<file path="src/rtl/seg7_scan_driver.sv">
// Time-multiplexed driver for a 4-digit seven-segment display with frame-synchronous
// input capture, inter-digit blanking and optional leading-zero suppression.
module seg7_scan_driver #(
    parameter int SLOT_CYCLES  = 50000,
    parameter int BLANK_CYCLES = 500
) (
    input  logic        clk,
    input  logic        rst,
    input  logic [15:0] digit_val,
    input  logic [3:0]  digit_en,
    input  logic        lz_suppress,
    input  logic        colon_in,
    output logic        dig3,
    output logic        dig2,
    output logic        dig1,
    output logic        dig0,
    output logic        a,
    output logic        b,
    output logic        c,
    output logic        d,
    output logic        e,
    output logic        f,
    output logic        g,
    output logic        colon,
    output logic        frame_start
);
    localparam int CW = (SLOT_CYCLES > 2) ? $clog2(SLOT_CYCLES) : 1;

    logic [CW-1:0] r_slot_cnt;
    logic [1:0]    r_idx;
    logic [15:0]   r_sh_val;
    logic [3:0]    r_sh_en;
    logic          r_sh_lz;
    logic          r_sh_colon;
    logic [3:0]    r_dig;
    logic [6:0]    r_seg;
    logic          r_colon;
    logic          r_frame_start;

    logic          w_capture;
    logic          w_slot_end;
    logic [3:0]    w_cur_val;
    logic [3:0]    w_zero;
    logic [3:0]    w_sup;
    logic          w_on;
    logic [6:0]    w_glyph;

    assign w_capture  = (r_idx == 2'd0) && (r_slot_cnt == '0);
    assign w_slot_end = (r_slot_cnt == CW'(SLOT_CYCLES - 1));
    assign w_cur_val  = r_sh_val[r_idx*4 +: 4];

    always_ff @(posedge clk or posedge rst) begin
        if (rst) begin
            r_slot_cnt <= '0;
            r_idx      <= 2'd0;
        end else if (w_slot_end) begin
            r_slot_cnt <= '0;
            r_idx      <= r_idx + 2'd1;
        end else begin
            r_slot_cnt <= r_slot_cnt + CW'(1);
        end
    end

    always_ff @(posedge clk or posedge rst) begin
        if (rst) begin
            r_sh_val   <= '0;
            r_sh_en    <= '0;
            r_sh_lz    <= 1'b0;
            r_sh_colon <= 1'b0;
        end else if (w_capture) begin
            r_sh_val   <= digit_val;
            r_sh_en    <= digit_en;
            r_sh_lz    <= lz_suppress;
            r_sh_colon <= colon_in;
        end
    end

    // A higher digit only blocks suppression if it is enabled and non-zero.
    always_comb begin
        for (int n = 0; n < 4; n++) w_zero[n] = (r_sh_val[n*4 +: 4] == 4'd0);
        w_sup[3] = r_sh_lz && w_zero[3];
        w_sup[2] = r_sh_lz && w_zero[2] && (w_zero[3] || !r_sh_en[3]);
        w_sup[1] = r_sh_lz && w_zero[1] && (w_zero[3] || !r_sh_en[3])
                           && (w_zero[2] || !r_sh_en[2]);
        w_sup[0] = 1'b0;
    end

    assign w_on = (r_slot_cnt >= CW'(BLANK_CYCLES)) && r_sh_en[r_idx] && !w_sup[r_idx];

    always_comb begin
        w_glyph = 7'b1111111;
        case (w_cur_val)
            4'h0: w_glyph = 7'b0000001;
            4'h1: w_glyph = 7'b1001111;
            4'h2: w_glyph = 7'b0010010;
            4'h3: w_glyph = 7'b0000110;
            4'h4: w_glyph = 7'b1001100;
            4'h5: w_glyph = 7'b0100100;
            4'h6: w_glyph = 7'b0100000;
            4'h7: w_glyph = 7'b0001111;
            4'h8: w_glyph = 7'b0000000;
            4'h9: w_glyph = 7'b0000100;
            4'hA: w_glyph = 7'b0001000;
            4'hB: w_glyph = 7'b1100000;
            4'hC: w_glyph = 7'b0110001;
            4'hD: w_glyph = 7'b1000010;
            4'hE: w_glyph = 7'b0110000;
            4'hF: w_glyph = 7'b0111000;
            default: w_glyph = 7'b1111111;
        endcase
    end

    always_ff @(posedge clk or posedge rst) begin
        if (rst) begin
            r_dig         <= 4'd0;
            r_seg         <= 7'b1111111;
            r_colon       <= 1'b0;
            r_frame_start <= 1'b0;
        end else begin
            r_dig         <= w_on ? (4'b0001 << r_idx) : 4'b0000;
            r_seg         <= w_on ? w_glyph : 7'b1111111;
            r_colon       <= r_sh_colon;
            r_frame_start <= w_capture;
        end
    end

    assign {dig3, dig2, dig1, dig0} = r_dig;
    assign {a, b, c, d, e, f, g}    = r_seg;
    assign colon                    = r_colon;
    assign frame_start              = r_frame_start;
endmodule

</file>
<file path="config.mk">
export PLATFORM = sky130hd
export DESIGN_NAME = seg7_scan_driver
export DESIGN_NICKNAME = d
export VERILOG_FILES = /design/src/rtl/seg7_scan_driver.sv
export SDC_FILE = /design/constraint.sdc
export NUM_CORES = 1
export LEC_CHECK = 0
export BUFFER_PORTS_ARGS = -buffer_cell sky130_fd_sc_hd__buf_2
export CORE_UTILIZATION = 45
export DETAILED_ROUTE_END_ITERATION = 10
export PLACE_DENSITY = 0.66
export SETUP_SLACK_MARGIN = 0.1
export SLEW_MARGIN = 10
export SYNTH_ARGS = -nofsm -noshare
export SYNTH_HDL_FRONTEND = slang
export SYNTH_SLANG_ARGS = --single-unit
</file>
<file path="constraint.sdc">
create_clock -name clk -period 2.5 [get_ports clk]
set_clock_uncertainty 0.15 [all_clocks]
set_input_delay 0.125 -clock clk [delete_from_list [all_inputs] [get_ports clk]]
set_output_delay 0.125 -clock clk [all_outputs]
set_load 0.05 [all_outputs]
</file>
Word-level counts from Yosys, hierarchy flattened
Memory sizes are Yosys's and may differ from the RTL's.
Cells that the tools add are included.
{ "word_totals": {"reg_bits": 53, "output_inout_bits": 13, "latchBits": 0, "input_bits": 24, "ram_bits": 0, "memories": 1, "rom_bits": 112} }
{ "memory_table": {"columns": ["memory", "words", "width", "read_ports", "rd_clocked_by_memory_dff", "write_ports", "line", "source"], "rows": [
  ["(name not given)", 16, 7, 1, 0, 0, "92", "case (w_cur_val)"]
]} }
{ "classes": {"reduce_logical": 19, "bitwise": 0, "n_addsub": 2, "n_div": 0, "n_eq_ne": 1, "muxes": 7, "magnitude_cmp": 2, "multipliers": 0, "shift": 2} }
{ "op_table": {"columns": ["op", "count"], "rows": [
  ["adder 16 x 1 -> 16 bit (second input constant)", 1],
  ["== test 16 bit (second input constant)", 1],
  ["greater-or-equal comparator 16 x 9 -> 1 bit (second input constant)", 1],
  ["zero test 16 bit", 1],
  ["2-to-1 mux 16 bit", 1],
  ["variable part select 16 x 5 -> 4 bit", 1],
  ["zero test 4 bit", 3],
  ["logical AND 1 bit", 9],
  ["2-to-1 mux 7 bit", 1],
  ["binary-select mux 1 bit (select 2 bit)", 2],
  ["2-to-1 mux 4 bit", 1],
  ["<< shifter 1 x 2 -> 4 bit (first input constant)", 1],
  ["zero test 1 bit", 3],
  ["less-than comparator 2 x 3 -> 1 bit (second input constant)", 1],
  ["adder 2 x 1 -> 2 bit (second input constant)", 1],
  ["zero test 2 bit", 1],
  ["logical OR 1 bit", 2],
  ["2-to-1 mux 1 bit", 2]
]} }

Longest topological paths before layout
{ "logic_depth": {"depth_word": 9, "mapped_depth": 8, "mapped_depth_nobuf": 6} }

Worst setup path after synthesis
No wires, ideal clock.
{ "synth_timing": {"path_type": "flip-flop to flip-flop", "startpoint": "register r_idx[0]", "endpoint": "register r_seg[3]", "setup_ps": 84, "t_required_ps": 2266, "path_buffers": 1, "synth_period_minus_slack_ps": 2173, "path_slack_ps": 327, "arrival_time_ps": 1939, "stages_incl_launch_ff": 6, "cell_sequence": "dfrtp_1 > buf_6 > mux4_1 > ha_1 > or2b_1 > a311o_1"} }
{ "synth_between": {"elab_chain_len": 5, "word_cells_on_any_way": 10, "classes_between": "shift (1); mux (5); reduce/logical (3); memory (1)"} }
{ "synth_lines": {"columns": ["element", "line", "source"], "rows": [
  ["start, declared", "30", "logic [1:0] r_idx;"],
  ["start signal, assigned", "58", "r_idx <= r_idx + 2'd1;"],
  ["branches (longest 4 deep; another with memory read (16 x 7 bit))", null, null],
  ["2-to-1 mux 7 bit *", "121", "r_seg <= w_on ? w_glyph : 7'b1111111;"],
  ["end signal, assigned", "121", null],
  ["end, declared", "36", "logic [6:0] r_seg;"]
]} }
Mark *: on every way between the ends. The select of a mux whose other input is x is not followed.
A chain may end at the register's enable or synchronous reset.

Worst setup path in the final report
{ "layout_timing": {"startpoint": "register r_idx[0]", "endpoint": "register r_sh_val[6]"} }
{ "layout_between": {"elab_chain_len": 2} }
{ "layout_lines": {"columns": ["element", "line", "source"], "rows": [
  ["zero test 2 bit", "48", "assign w_capture = (r_idx == 2'd0) && (r_slot_cnt == '0);"],
  ["logical AND 1 bit", "48", null],
  ["end signal, assigned", "71", "r_sh_val <= digit_val;"],
  ["end, declared", "31", "logic [15:0] r_sh_val;"]
]} }
No other way between the ends.

==> flow_summary.ini <==
[worst_setup_path]
setup.worst_path.class = flip-flop to flip-flop
timing.critical_path.buf_inv = 3
crit_end_element = flip-flop
worst-r2r-setup-slack_ps = 290
cpLargestDelayFamily = simple AND/OR/NAND/NOR gates
worst_path_max_delay_cell = sky130_fd_sc_hd__dfrtp_1
worst_path_largest_cell_delay_ps = 420
critical_path.max_fanout = 22
path_cells = buf_4 -> inv_1 -> ha_1 -> nor4bb_1 -> nand3_1 -> nor2_2 -> buf_12 -> mux2_2
cp-start-kind = flip-flop
crit_arrival_ps = 2240
crit_required_ps = 2540

[finish]
design.final.nets = 323
leading_cell_type_in_the_layout_fill_and_taps_excluded = sky130_fd_sc_hd__dfrtp_1
layout_common_cells = sky130_fd_sc_hd__dfrtp_1, sky130_fd_sc_hd__buf_2, sky130_fd_sc_hd__mux2_2
synthesis_to_finish_area_growth_pct = 22.3
nFillCells = 485
diodes = 0
final_layout_size_suffix_gt1_share_pct = 31.9

[synthesis]
synth_nets = 258
synthDistinctLibCells = 43
synthFlopType = sky130_fd_sc_hd__dfrtp_1
number_of_enable_flip_flop_cells_after_synthesis = 0
synthDominantCellAreaShare_pct = 42.7
synth_sequential_area_ratio_pct = 49.5
syn-mean-instance-area_um2 = 12.1
count_of_state_elements_after_synthesis = 53
synth-warning-count = 0
synth_top_area_cells = sky130_fd_sc_hd__dfrtp_1, sky130_fd_sc_hd__mux2_2, sky130_fd_sc_hd__dfstp_2
syn_inst = 222
syn-cell-area_um2 = 2700
async_reset_ff_share_pct = 100
synth_area_leader_cell = sky130_fd_sc_hd__dfrtp_1

[place]
port_buffers = 36
place.gp.congestion = 0.789
place.detailed.hpwl_mm = 3.56

[floorplanning]
design.portCount = 37
fp.dieArea_um2 = 6310
floorplan.initialDensity_pct = 47.8
die_w_um = 79.4
std_cell_rows = 27
core-area_um2 = 5640
floorplan.die.height_um = 79.4

[cts]
clk-insertion-delay-late_ps = 300
cts.reportedPaths.clkPinSlew_ps = 100
ctsLongestPathBuffers = 2
clock-root-buffer = sky130_fd_sc_hd__clkbuf_8
clock_tree_from_tritoncts = done
tritoncts_num_sinks = 53
cts_htree_levels = 2
tritoncts.num_buffers = 5

[detailed_routing]
total_number_of_vias = 1835
routedLengthMet1_mm = 2.52
postRouteWirelength_mm = 5.12
detail_route.iter0.violations = 78
drtAntennaViolNets = 0
drt_first_pass_iters = 4
top_layer = met4
routed-wl-met2_mm = 2.38
detailroute.wirelength.met3_um = 152
avgRoutedWirePerCell_um = 14.2
vias_per_cell = 5.10
drc = 0

[power]
pleak_nw = 1.49
power_density_nw_per_um2 = 461
max-vdd-ir-drop_mv = 0.343

[outcome]
run_status = complete, no violations

[global_routing]
grt_antenna_before_repair = 0
grt_usage_pct = 18.4
grt_start_max_net_pins = 29
grt_first_pass_wirelength_mm = 8.85
globalRouteOverflowTotal = 0
grt_pass1_vias = 1843

[job]
maxCapViolations = 0

[timing]
hold_ws_ps = 235
period_share_pct = 88.2
timing.fmax_ghz = 0.453
period_minus_slack_ps = 2210
remaining_max_slew_budget_at_the_tightest_pin_pct = 59.8
tightest_slew_ps = 603
setup-tns-final_ps = 0
rsz0062_at_grt = false
finalSetupViolations = 0
hold_viol_final = 0
slew_violations = 0

[worst_hold_path]
hold_path.class = flip-flop to flip-flop
-- state kept, by name (all words and copies together) (netlist names) --
| name | count |
|---|---|
| r_seg | 7 |
| r_sh_en | 4 |
| r_sh_lz | 1 |
| r_sh_colon | 1 |
| r_idx | 2 |
| r_slot_cnt | 16 |
| colon | 1 |
| r_sh_val | 16 |
| frame_start | 1 |
| r_dig | 4 |
-- per-layer routing --
| metal | track usage [%] | vias up |
|---|---|---|
| met4 | 6.00 | 0 |
| met1 | 25.8 | 881 |
| met3 | 3.20 | 4 |
| met2 | 29.0 | 45 |
| li1 | - | 905 |
| met5 | 0 | - |
-- through the flow --
step	total power, mW	instance area (um^2)	instances	setup slack [ps]	utilization, %
final	1.52	3300	360	294	58.5
after global routing	1.60	3300	360	110	58.5
after CTS	1.54	3300	360	282	58.5
after detailed placement	1.02	2970	329	320	52.7
after global placement	1.01	2970	329	340	52.7
after floorplan	0.977	2700	222	327	-
-- where the power goes --
| group | total, mW | switching, mW | internal (mW) |
|---|---|---|---|
| sequential | 0.892 | 0.0162 | 0.876 |
| clock | 0.493 | 0.291 | 0.203 |
| combinational | 0.135 | 0.0587 | 0.0759 |
-- layout make-up --
type	instances	area (um^2)	share of cell area, %
clock buffer	5	68.8	2.09
clock inverter	3	25.0	0.759
inverter	13	48.8	1.48
multi-input combinational	147	1250	37.8
sequential	53	1340	40.5
tap	72	90.1	2.73
timing repair buffer	67	483	14.6
-- cells by family (layout without fill, tap and decap cells) --
| family | after synthesis | after routing | synth area share, % |
|---|---|---|---|
| simple gates | 67 | 67 | 13.2 |
| flops | 53 | 53 | 49.5 |
| mux | 34 | 34 | 17.3 |
| buf+inv | 22 | 88 | 4.32 |
| xor+xnor | 18 | 18 | 5.85 |
| compound gates | 16 | 16 | 4.27 |
| fa+ha+maj | 12 | 12 | 5.57 |
-- what timing repair did --
item                       4_1_cts  5_1_grt
buffers inserted                 0        0
hold endpoints to repair        48        0
hold buffers                    23        0
setup endpoints to repair        0        0
resized for setup                0        0
-- synthesized netlist by cell type, types with 3 or more instances --
master	instances
sky130_fd_sc_hd__dfstp_2	7
sky130_fd_sc_hd__nor3_1	6
sky130_fd_sc_hd__nand4_1	4
sky130_fd_sc_hd__dfrtp_1	46
sky130_fd_sc_hd__ha_1	12
sky130_fd_sc_hd__inv_1	13
sky130_fd_sc_hd__nor2_1	22
sky130_fd_sc_hd__a21oi_1	3
sky130_fd_sc_hd__mux2i_1	3
sky130_fd_sc_hd__nor4_1	4
sky130_fd_sc_hd__a211o_1	3
sky130_fd_sc_hd__xnor2_1	7
sky130_fd_sc_hd__buf_6	3
sky130_fd_sc_hd__nand3_1	8
sky130_fd_sc_hd__buf_2	3
sky130_fd_sc_hd__mux4_1	4
sky130_fd_sc_hd__xor2_1	11
sky130_fd_sc_hd__nand2_1	8
sky130_fd_sc_hd__mux2_2	24
-- worst register-to-register path, stage by stage (launching register included) --
cell                       delay [ps]
sky130_fd_sc_hd__dfrtp_1          420
sky130_fd_sc_hd__buf_4            190
sky130_fd_sc_hd__inv_1             90
sky130_fd_sc_hd__ha_1             190
sky130_fd_sc_hd__nor4bb_1         240
sky130_fd_sc_hd__nand3_1          130
sky130_fd_sc_hd__nor2_2           160
sky130_fd_sc_hd__buf_12           180
sky130_fd_sc_hd__mux2_2           350
-- final timing paths --
| check | cells past startpoint | end | startpoint |
|---|---|---|---|
| max in group asynchronous | 4 | r_seg[2]$_DFF_PP1_ | rst |
| worst min-delay path | 0 | colon$_DFF_PP0_ | r_sh_colon$_DFFE_PP0P_ |
| worst min register to register | 0 | colon$_DFF_PP0_ | r_sh_colon$_DFFE_PP0P_ |
| worst max-delay path | 8 | r_sh_val[6]$_DFFE_PP0P_ | r_idx[0]$_DFFE_PP0N_ |
| min in group asynchronous | 3 | r_slot_cnt[14]$_DFF_PP0_ | rst |
| worst max register to register | 8 | r_sh_val[6]$_DFFE_PP0P_ | r_idx[0]$_DFFE_PP0N_ |
(Power assumes the default switching activity.)
